===== config.mk =====
export PLATFORM = sky130hd
export DESIGN_NAME = boot_frame_decoder
export DESIGN_NICKNAME = d
export VERILOG_FILES = /design/src/rtl/boot_frame_decoder.sv
export SDC_FILE = /design/constraint.sdc
export NUM_CORES = 1
export LEC_CHECK = 0
export CORE_MARGIN = 10
export CORE_UTILIZATION = 51
export CTS_CLUSTER_DIAMETER = 30
export CTS_CLUSTER_SIZE = 12
export DETAILED_ROUTE_END_ITERATION = 8
export GPL_TIMING_DRIVEN = 0
export PLACE_DENSITY = 0.66
export REMOVE_ABC_BUFFERS = 1
export SLEW_MARGIN = 20
export SYNTH_ARGS = -nofsm -noshare
export SYNTH_HDL_FRONTEND = slang
export SYNTH_SLANG_ARGS = --single-unit
export TNS_END_PERCENT = 30

===== constraint.sdc =====
create_clock -name clk -period 4.9 [get_ports clk]
set_input_delay 0.98 -clock clk [delete_from_list [all_inputs] [get_ports clk]]
set_output_delay 0.98 -clock clk [all_outputs]
set_load 0.02 [all_outputs]

===== src/rtl/boot_frame_decoder.sv =====
// Serial bootloader frame parser: checks framed commands and issues flash write/erase requests.
// Optional inter-byte timeout is compiled in with `define BOOT_DECODER_TIMEOUT_EN.
module boot_frame_decoder #(
  parameter int MAX_LEN        = 64,
  parameter int TIMEOUT_CYCLES = 500000
) (
  input  logic        clk,
  input  logic        rst_n,
  input  logic        enable,
  input  logic [7:0]  rx_data,
  input  logic        rx_valid,
  output logic        req_valid,
  input  logic        req_ready,
  output logic        req_cmd,
  output logic [23:0] req_addr,
  output logic [31:0] req_data,
  output logic [7:0]  tx_data,
  output logic        tx_valid,
  input  logic        tx_ready,
  output logic        busy,
  output logic        overrun
);

  localparam int WORDS = MAX_LEN / 4;
  localparam int AW    = (WORDS > 1) ? $clog2(WORDS) : 1;
  localparam logic [8:0] MAX_LEN_L = 9'(MAX_LEN);

  typedef enum logic [3:0] {
    S_IDLE, S_CMD, S_ADDR, S_LEN, S_PAYLOAD, S_CHK, S_CHECK, S_ISSUE, S_RESP
  } state_t;

  state_t      r_state, w_state_next;
  logic        r_rx_valid;
  logic [7:0]  r_rx_data;
  logic [7:0]  r_cmd;
  logic [23:0] r_addr;
  logic [7:0]  r_len;
  logic [7:0]  r_cnt;
  logic [7:0]  r_chk;
  logic [23:0] r_asm;
  logic [31:0] r_mem [WORDS];
  logic [7:0]  r_widx;
  logic        r_req_cmd;
  logic [23:0] r_req_addr;
  logic [31:0] r_req_data;
  logic [7:0]  r_tx_data;
  logic        r_overrun;

  logic        w_write_ok, w_erase_ok, w_ping_ok, w_frame_ok;
  logic        w_last, w_handshake, w_timeout, w_in_frame;
  logic [7:0]  w_resp_byte;
  logic [AW-1:0] w_rd_idx;
  logic        w_req_valid, w_tx_valid, w_busy;

  // Input capture stage: the FSM works on the byte latched at the rx_valid edge.
  always_ff @(posedge clk or negedge rst_n) begin
    if (!rst_n) begin
      r_rx_valid <= 1'b0;
      r_rx_data  <= 8'h00;
    end else begin
      r_rx_valid <= rx_valid & enable;
      r_rx_data  <= rx_data;
    end
  end

  assign w_in_frame = (r_state == S_CMD) || (r_state == S_ADDR) || (r_state == S_LEN) ||
                      (r_state == S_PAYLOAD) || (r_state == S_CHK);

`ifdef BOOT_DECODER_TIMEOUT_EN
  localparam int TW = $clog2(TIMEOUT_CYCLES + 1);
  logic [TW-1:0] r_idle_cnt;

  always_ff @(posedge clk or negedge rst_n) begin
    if (!rst_n)
      r_idle_cnt <= '0;
    else if (!w_in_frame || r_rx_valid)
      r_idle_cnt <= '0;
    else
      r_idle_cnt <= r_idle_cnt + 1'b1;
  end

  assign w_timeout = w_in_frame && !r_rx_valid && (r_idle_cnt == TW'(TIMEOUT_CYCLES - 1));
`else
  assign w_timeout = 1'b0;
`endif

  always_ff @(posedge clk or negedge rst_n) begin
    if (!rst_n)
      r_state <= S_IDLE;
    else
      r_state <= w_state_next;
  end

  always_comb begin
    w_state_next = r_state;
    case (r_state)
      S_IDLE:    if (r_rx_valid && r_rx_data == 8'h5A) w_state_next = S_CMD;
      S_CMD:     if (r_rx_valid) w_state_next = S_ADDR;
      S_ADDR:    if (r_rx_valid && r_cnt == 8'd2) w_state_next = S_LEN;
      S_LEN:     if (r_rx_valid) w_state_next = (r_rx_data == 8'h00) ? S_CHK : S_PAYLOAD;
      S_PAYLOAD: if (r_rx_valid && r_cnt == r_len - 8'd1) w_state_next = S_CHK;
      S_CHK:     if (r_rx_valid) w_state_next = S_CHECK;
      S_CHECK:   w_state_next = (w_frame_ok && !w_ping_ok) ? S_ISSUE : S_RESP;
      S_ISSUE:   if (w_handshake && w_last) w_state_next = S_RESP;
      S_RESP:    if (tx_ready) w_state_next = S_IDLE;
      default:   w_state_next = S_IDLE;
    endcase
    if (w_timeout)
      w_state_next = S_RESP;
    if (!enable)
      w_state_next = S_IDLE;
  end

  always_comb begin
    w_write_ok  = (r_cmd == 8'h01) && (r_len != 8'h00) && (r_len[1:0] == 2'b00) &&
                  ({1'b0, r_len} <= MAX_LEN_L) && (r_addr[1:0] == 2'b00);
    w_erase_ok  = (r_cmd == 8'h02) && (r_len == 8'h00) && (r_addr[11:0] == 12'h000);
    w_ping_ok   = (r_cmd == 8'h03) && (r_len == 8'h00);
    // Running XOR including the received checksum byte is zero for an intact frame.
    w_frame_ok  = (r_chk == 8'h00) && (w_write_ok || w_erase_ok || w_ping_ok);
    w_last      = r_req_cmd || (r_widx == {2'b00, r_len[7:2]} - 8'd1);
    w_handshake = (r_state == S_ISSUE) && req_ready;
    w_resp_byte = ((r_state == S_ISSUE) || (r_state == S_CHECK && w_frame_ok && w_ping_ok))
                  ? 8'hAA : 8'h55;
    w_rd_idx    = (r_state == S_CHECK) ? '0 : r_widx[AW-1:0] + AW'(1);
    w_req_valid = (r_state == S_ISSUE);
    w_tx_valid  = (r_state == S_RESP);
    w_busy      = (r_state != S_IDLE);
  end

  // Payload words are assembled big-endian and written once the fourth byte lands.
  always_ff @(posedge clk) begin
    if (r_state == S_PAYLOAD && r_rx_valid && r_cnt[1:0] == 2'b11 && {1'b0, r_cnt} < MAX_LEN_L)
      r_mem[r_cnt[AW+1:2]] <= {r_asm, r_rx_data};
  end

  always_ff @(posedge clk or negedge rst_n) begin
    if (!rst_n) begin
      r_cmd      <= 8'h00;
      r_addr     <= 24'h0;
      r_len      <= 8'h00;
      r_cnt      <= 8'h00;
      r_chk      <= 8'h00;
      r_asm      <= 24'h0;
      r_widx     <= 8'h00;
      r_req_cmd  <= 1'b0;
      r_req_addr <= 24'h0;
      r_req_data <= 32'h0;
      r_tx_data  <= 8'h00;
      r_overrun  <= 1'b0;
    end else begin
      if (!enable)
        r_overrun <= 1'b0;
      else if (r_rx_valid && (r_state == S_ISSUE || r_state == S_RESP))
        r_overrun <= 1'b1;

      case (r_state)
        S_CMD: if (r_rx_valid) begin
          r_cmd <= r_rx_data;
          r_chk <= r_rx_data;
          r_cnt <= 8'h00;
        end
        S_ADDR: if (r_rx_valid) begin
          r_addr <= {r_addr[15:0], r_rx_data};
          r_chk  <= r_chk ^ r_rx_data;
          r_cnt  <= r_cnt + 8'd1;
        end
        S_LEN: if (r_rx_valid) begin
          r_len <= r_rx_data;
          r_chk <= r_chk ^ r_rx_data;
          r_cnt <= 8'h00;
        end
        S_PAYLOAD: if (r_rx_valid) begin
          r_chk <= r_chk ^ r_rx_data;
          r_cnt <= r_cnt + 8'd1;
          r_asm <= {r_asm[15:0], r_rx_data};
        end
        S_CHK: if (r_rx_valid) r_chk <= r_chk ^ r_rx_data;
        S_CHECK: if (w_state_next == S_ISSUE) begin
          r_req_cmd  <= (r_cmd == 8'h02);
          r_req_addr <= r_addr;
          r_req_data <= (r_cmd == 8'h02) ? 32'h0 : r_mem[w_rd_idx];
          r_widx     <= 8'h00;
        end
        S_ISSUE: if (w_handshake && !w_last) begin
          r_widx     <= r_widx + 8'd1;
          r_req_addr <= r_req_addr + 24'd4;
          r_req_data <= r_mem[w_rd_idx];
        end
        default: ;
      endcase

      if (r_state != S_RESP && w_state_next == S_RESP)
        r_tx_data <= w_resp_byte;
    end
  end

  assign req_valid = w_req_valid;
  assign req_cmd   = r_req_cmd;
  assign req_addr  = r_req_addr;
  assign req_data  = r_req_data;
  assign tx_data   = r_tx_data;
  assign tx_valid  = w_tx_valid;
  assign busy      = w_busy;
  assign overrun   = r_overrun;

endmodule

==> metrics.md <==
| Metric | Value |
|---|---|
| Status | `completed` |
| WL final | `81350 um` |
| Worst-case clock buffer depth | `3` |
| Post-route ant nets | `0` |
| # diodes | `0` |
| Critical path class | `reg -> reg` |
| Met3 Usage GRT | `0.06011` |
| Ys Warns | `0` |
| Pre-CTS WS | `984.7 ps` |
| Total global routing track utilization | `0.2433` |
| Max_slew headroom | `0.2884` |
| Hold/Removal Path Class | `in -> async` |
| Final nets | `2191` |
| Compound-Gate Fraction of Synth Area | `0.1397` |
| Multi-input logic area | `8486 um^2` |
| Clock tree root buffer cell | `clkbuf_16` |
| RSZ-0062 raised after global routing | `no` |
| Pwr dens | `425.0 nW/um^2` |
| DRC Markers | `0` |
| Largest cells by area after synthesis | `edfxtp_1 54%, dfrtp_1 14%, mux2_2 2.5%, mux2i_1 2.3%, a21oi_1 1.8%` |
| Final Util | `0.6477` |
| PostCTS Resize Cnt | `0` |
| Simple-gate area share of the yosys netlist | `0.08775` |
| Cell row count | `86` |
| Post-synthesis cell count | `2035` |
| Top cells by count, synth | `512 x edfxtp_1, 161 x dfrtp_1, 125 x clkbuf_1, 104 x a21oi_1, 97 x nor2_1` |
| Syn-to-layout area delta | `25.69%` |
| Largest net degree at the start of global routing | `86` |
| Required @ worst endpoint | `5300 ps` |
| Number of post-CTS setup repair buffers | `0` |
| Leading area contributor after synthesis | `edfxtp_1` |
| Register Area | `19410 um^2` |
| Setup TNS | `0 ps` |
| Sequential fraction of the synthesis area | `0.6821` |
| Starting Density | `0.5153` |
| DR vias | `19550` |
| Max Slew Vio Count | `0` |
| Count leader, synth | `edfxtp_1` |
| Max cap viols | `0` |
| Die height | `256.2 um` |
| M2 GR Usage | `0.3780` |
| GR Util met1 | `0.3202` |
| Post-synth top area share | `0.5405` |
| Max Freq | `250.9 MHz` |
| CTS sink cnt | `673` |
| DIE WIDTH | `256.2 um` |
| First-pass GRT wire length | `121200 um` |
| Top Usage Layer GRT | `met2` |
| Share of layout cells above drive strength 1 | `0.1914` |
| CTS Hold Bufs | `0` |
| Post-synth EDFFs | `512` |
| Gpl congestion | `0.8015` |
| Clk slew on worst S/H paths | `50 ps` |
| Crit end category | `flop` |
| Ys async rst share | `0.2392` |
| XOR/XNOR Fraction of Synth Area | `0.01078` |
| H-tree depth | `4` |
| Synth Cell Area | `28450 um^2` |
| Final worst slack | `914.0 ps` |
| Crit path launch type | `flop` |
| Largest family of logic cells by synthesized area | `compound AO/OA/AOI/OAI gates` |
| 1st-iter DRT viols | `2194` |
| CTS tree | `done` |
| Tcrit/Tclk final | `0.8135` |
| Crit path DAT | `4390 ps` |
| Share of synthesized cell area in full adder, half adder and majority cells | `0.003519` |
| Core ar. | `55200 um^2` |
| Fill count | `3848` |
| Total overflow reported by the global router | `0` |
| Vias in the first global route | `19420` |
| Ys flop type | `edfxtp_1` |
| Max VDD drop | `357.3 uV` |
| CP max FO | `15` |
| # port buffers | `82` |
| Setup Skew | `23.82 ps` |
| Clock latency on the worst-skew pair | `710 ps` |
| Avg Cell Area, Syn | `13.98 um^2` |
| Hpwl dp | `48700 um` |
| Leakage power | `12.85 nW` |
| Die area | `65620 um^2` |
| # setup viols final | `0` |
| Yosys reg bits | `673` |
| TritonCTS Buffers | `132` |
| Fin. Hold Viols | `0` |
| First drt pass iteration count | `5` |
| Mux contribution to synthesized area | `0.04821` |
| Antenna violations before repair | `0` |
| Minimum clock period | `3986 ps` |
| Avg WL per Cell | `26.88 um` |
| Synth cell types | `71` |
| # IOs | `83` |
| Slew @ Worst Pin | `1059 ps` |
| Vias per inst | `6.461` |
[report_power, final]
part | internal (W) | switching (W) | leakage [nW]
registers | 0.00611 | 0.0000295 | 6.69
logic | 0.0000196 | 0.0000402 | 3.96
clock network | 0.00606 | 0.00293 | 2.20
total | 0.0122 | 0.00300 | 12.8
[flip-flops by register name, summed over array words and instances (netlist names)]
signal      cells
r_rx_data       8
req_cmd         1
overrun         1
r_chk           8
req_addr       24
r_rx_valid      1
r_addr         24
tx_data         2
r_widx          8
r_asm          24
r_state         4
r_cnt           8
r_len           8
req_data       32
r_cmd           8
r_mem         512
[final timing paths]
kind,from,endpoint,slack [ps],depth (start not counted)
min in group clk,req_addr[0],req_addr[0],490,1
max in group asynchronous,rst_n,r_widx[0],3680,3
setup reg to reg,r_state[1],r_mem[1][22],910,7
hold reg to reg,req_addr[0],req_addr[0],490,1
setup / recovery,r_state[1],r_mem[1][22],910,7
hold / removal,rst_n,req_data[29],110,1
[per-layer routing]
| layer | part of all wire | routed length (um) |
|---|---|---|
| met5 | 0 | 0 |
| met4 | 0.035 | 2876 |
| met3 | 0.099 | 8092 |
| met2 | 0.47 | 38410 |
| met1 | 0.39 | 31970 |
[layout make-up]
class                           count  share of cell area
Tap cell                          748             0.02618
Inverter                           18            0.001995
Clock inverter                     69             0.02215
Multi-Input combinational cell   1182              0.2373
Sequential cell                   673              0.5429
Clock buffer                      174              0.1040
Timing Repair Buffer              162             0.06544
[per-stage QoR]
stage                     cells  area (um^2)  hold slack [ps]  power [W]
after floorplan            1873        27720            450.3   0.006237
after global placement     2703        29480            466.8   0.006296
after detailed placement   2783        31240            481.7   0.006303
after CTS                  3026        35750            88.73    0.01525
after global routing       3026        35750            105.7    0.01556
final                      3026        35750            112.4    0.01520
[critical path, cell delays in order, from the launching register on]
cell and delay (ps):
dfrtp_1 520, nor2_1 200, nand4_1 390, nor4b_1 820, nand3b_1 490, nor3_2 720, buf_4 300, buf_4 220
[cell families after synthesis]
| kind of cell | Yosys count |
|---|---|
| AO/OA/AOI/OAI | 535 |
| flip-flops | 673 |
| AND/OR/NAND/NOR | 475 |
| multiplexers | 129 |
| XOR/XNOR | 35 |
| buffers and inverters | 180 |
| adder cells (fa/ha/maj) | 8 |
[placed cells by master, fill, tap and decap left out, types with 58 or more instances in the layout]
cell type and instances:
edfxtp_1 512, mux2i_1 65, a21oi_1 104, nor2b_1 69
nor3_1 74, a211oi_1 64, clkdlybuf4s50_1 81, nand3_1 58
clkbuf_16 138, nor2_1 82, dfrtp_1 159, mux2_2 64
Power figures use the tool's default switching activity.
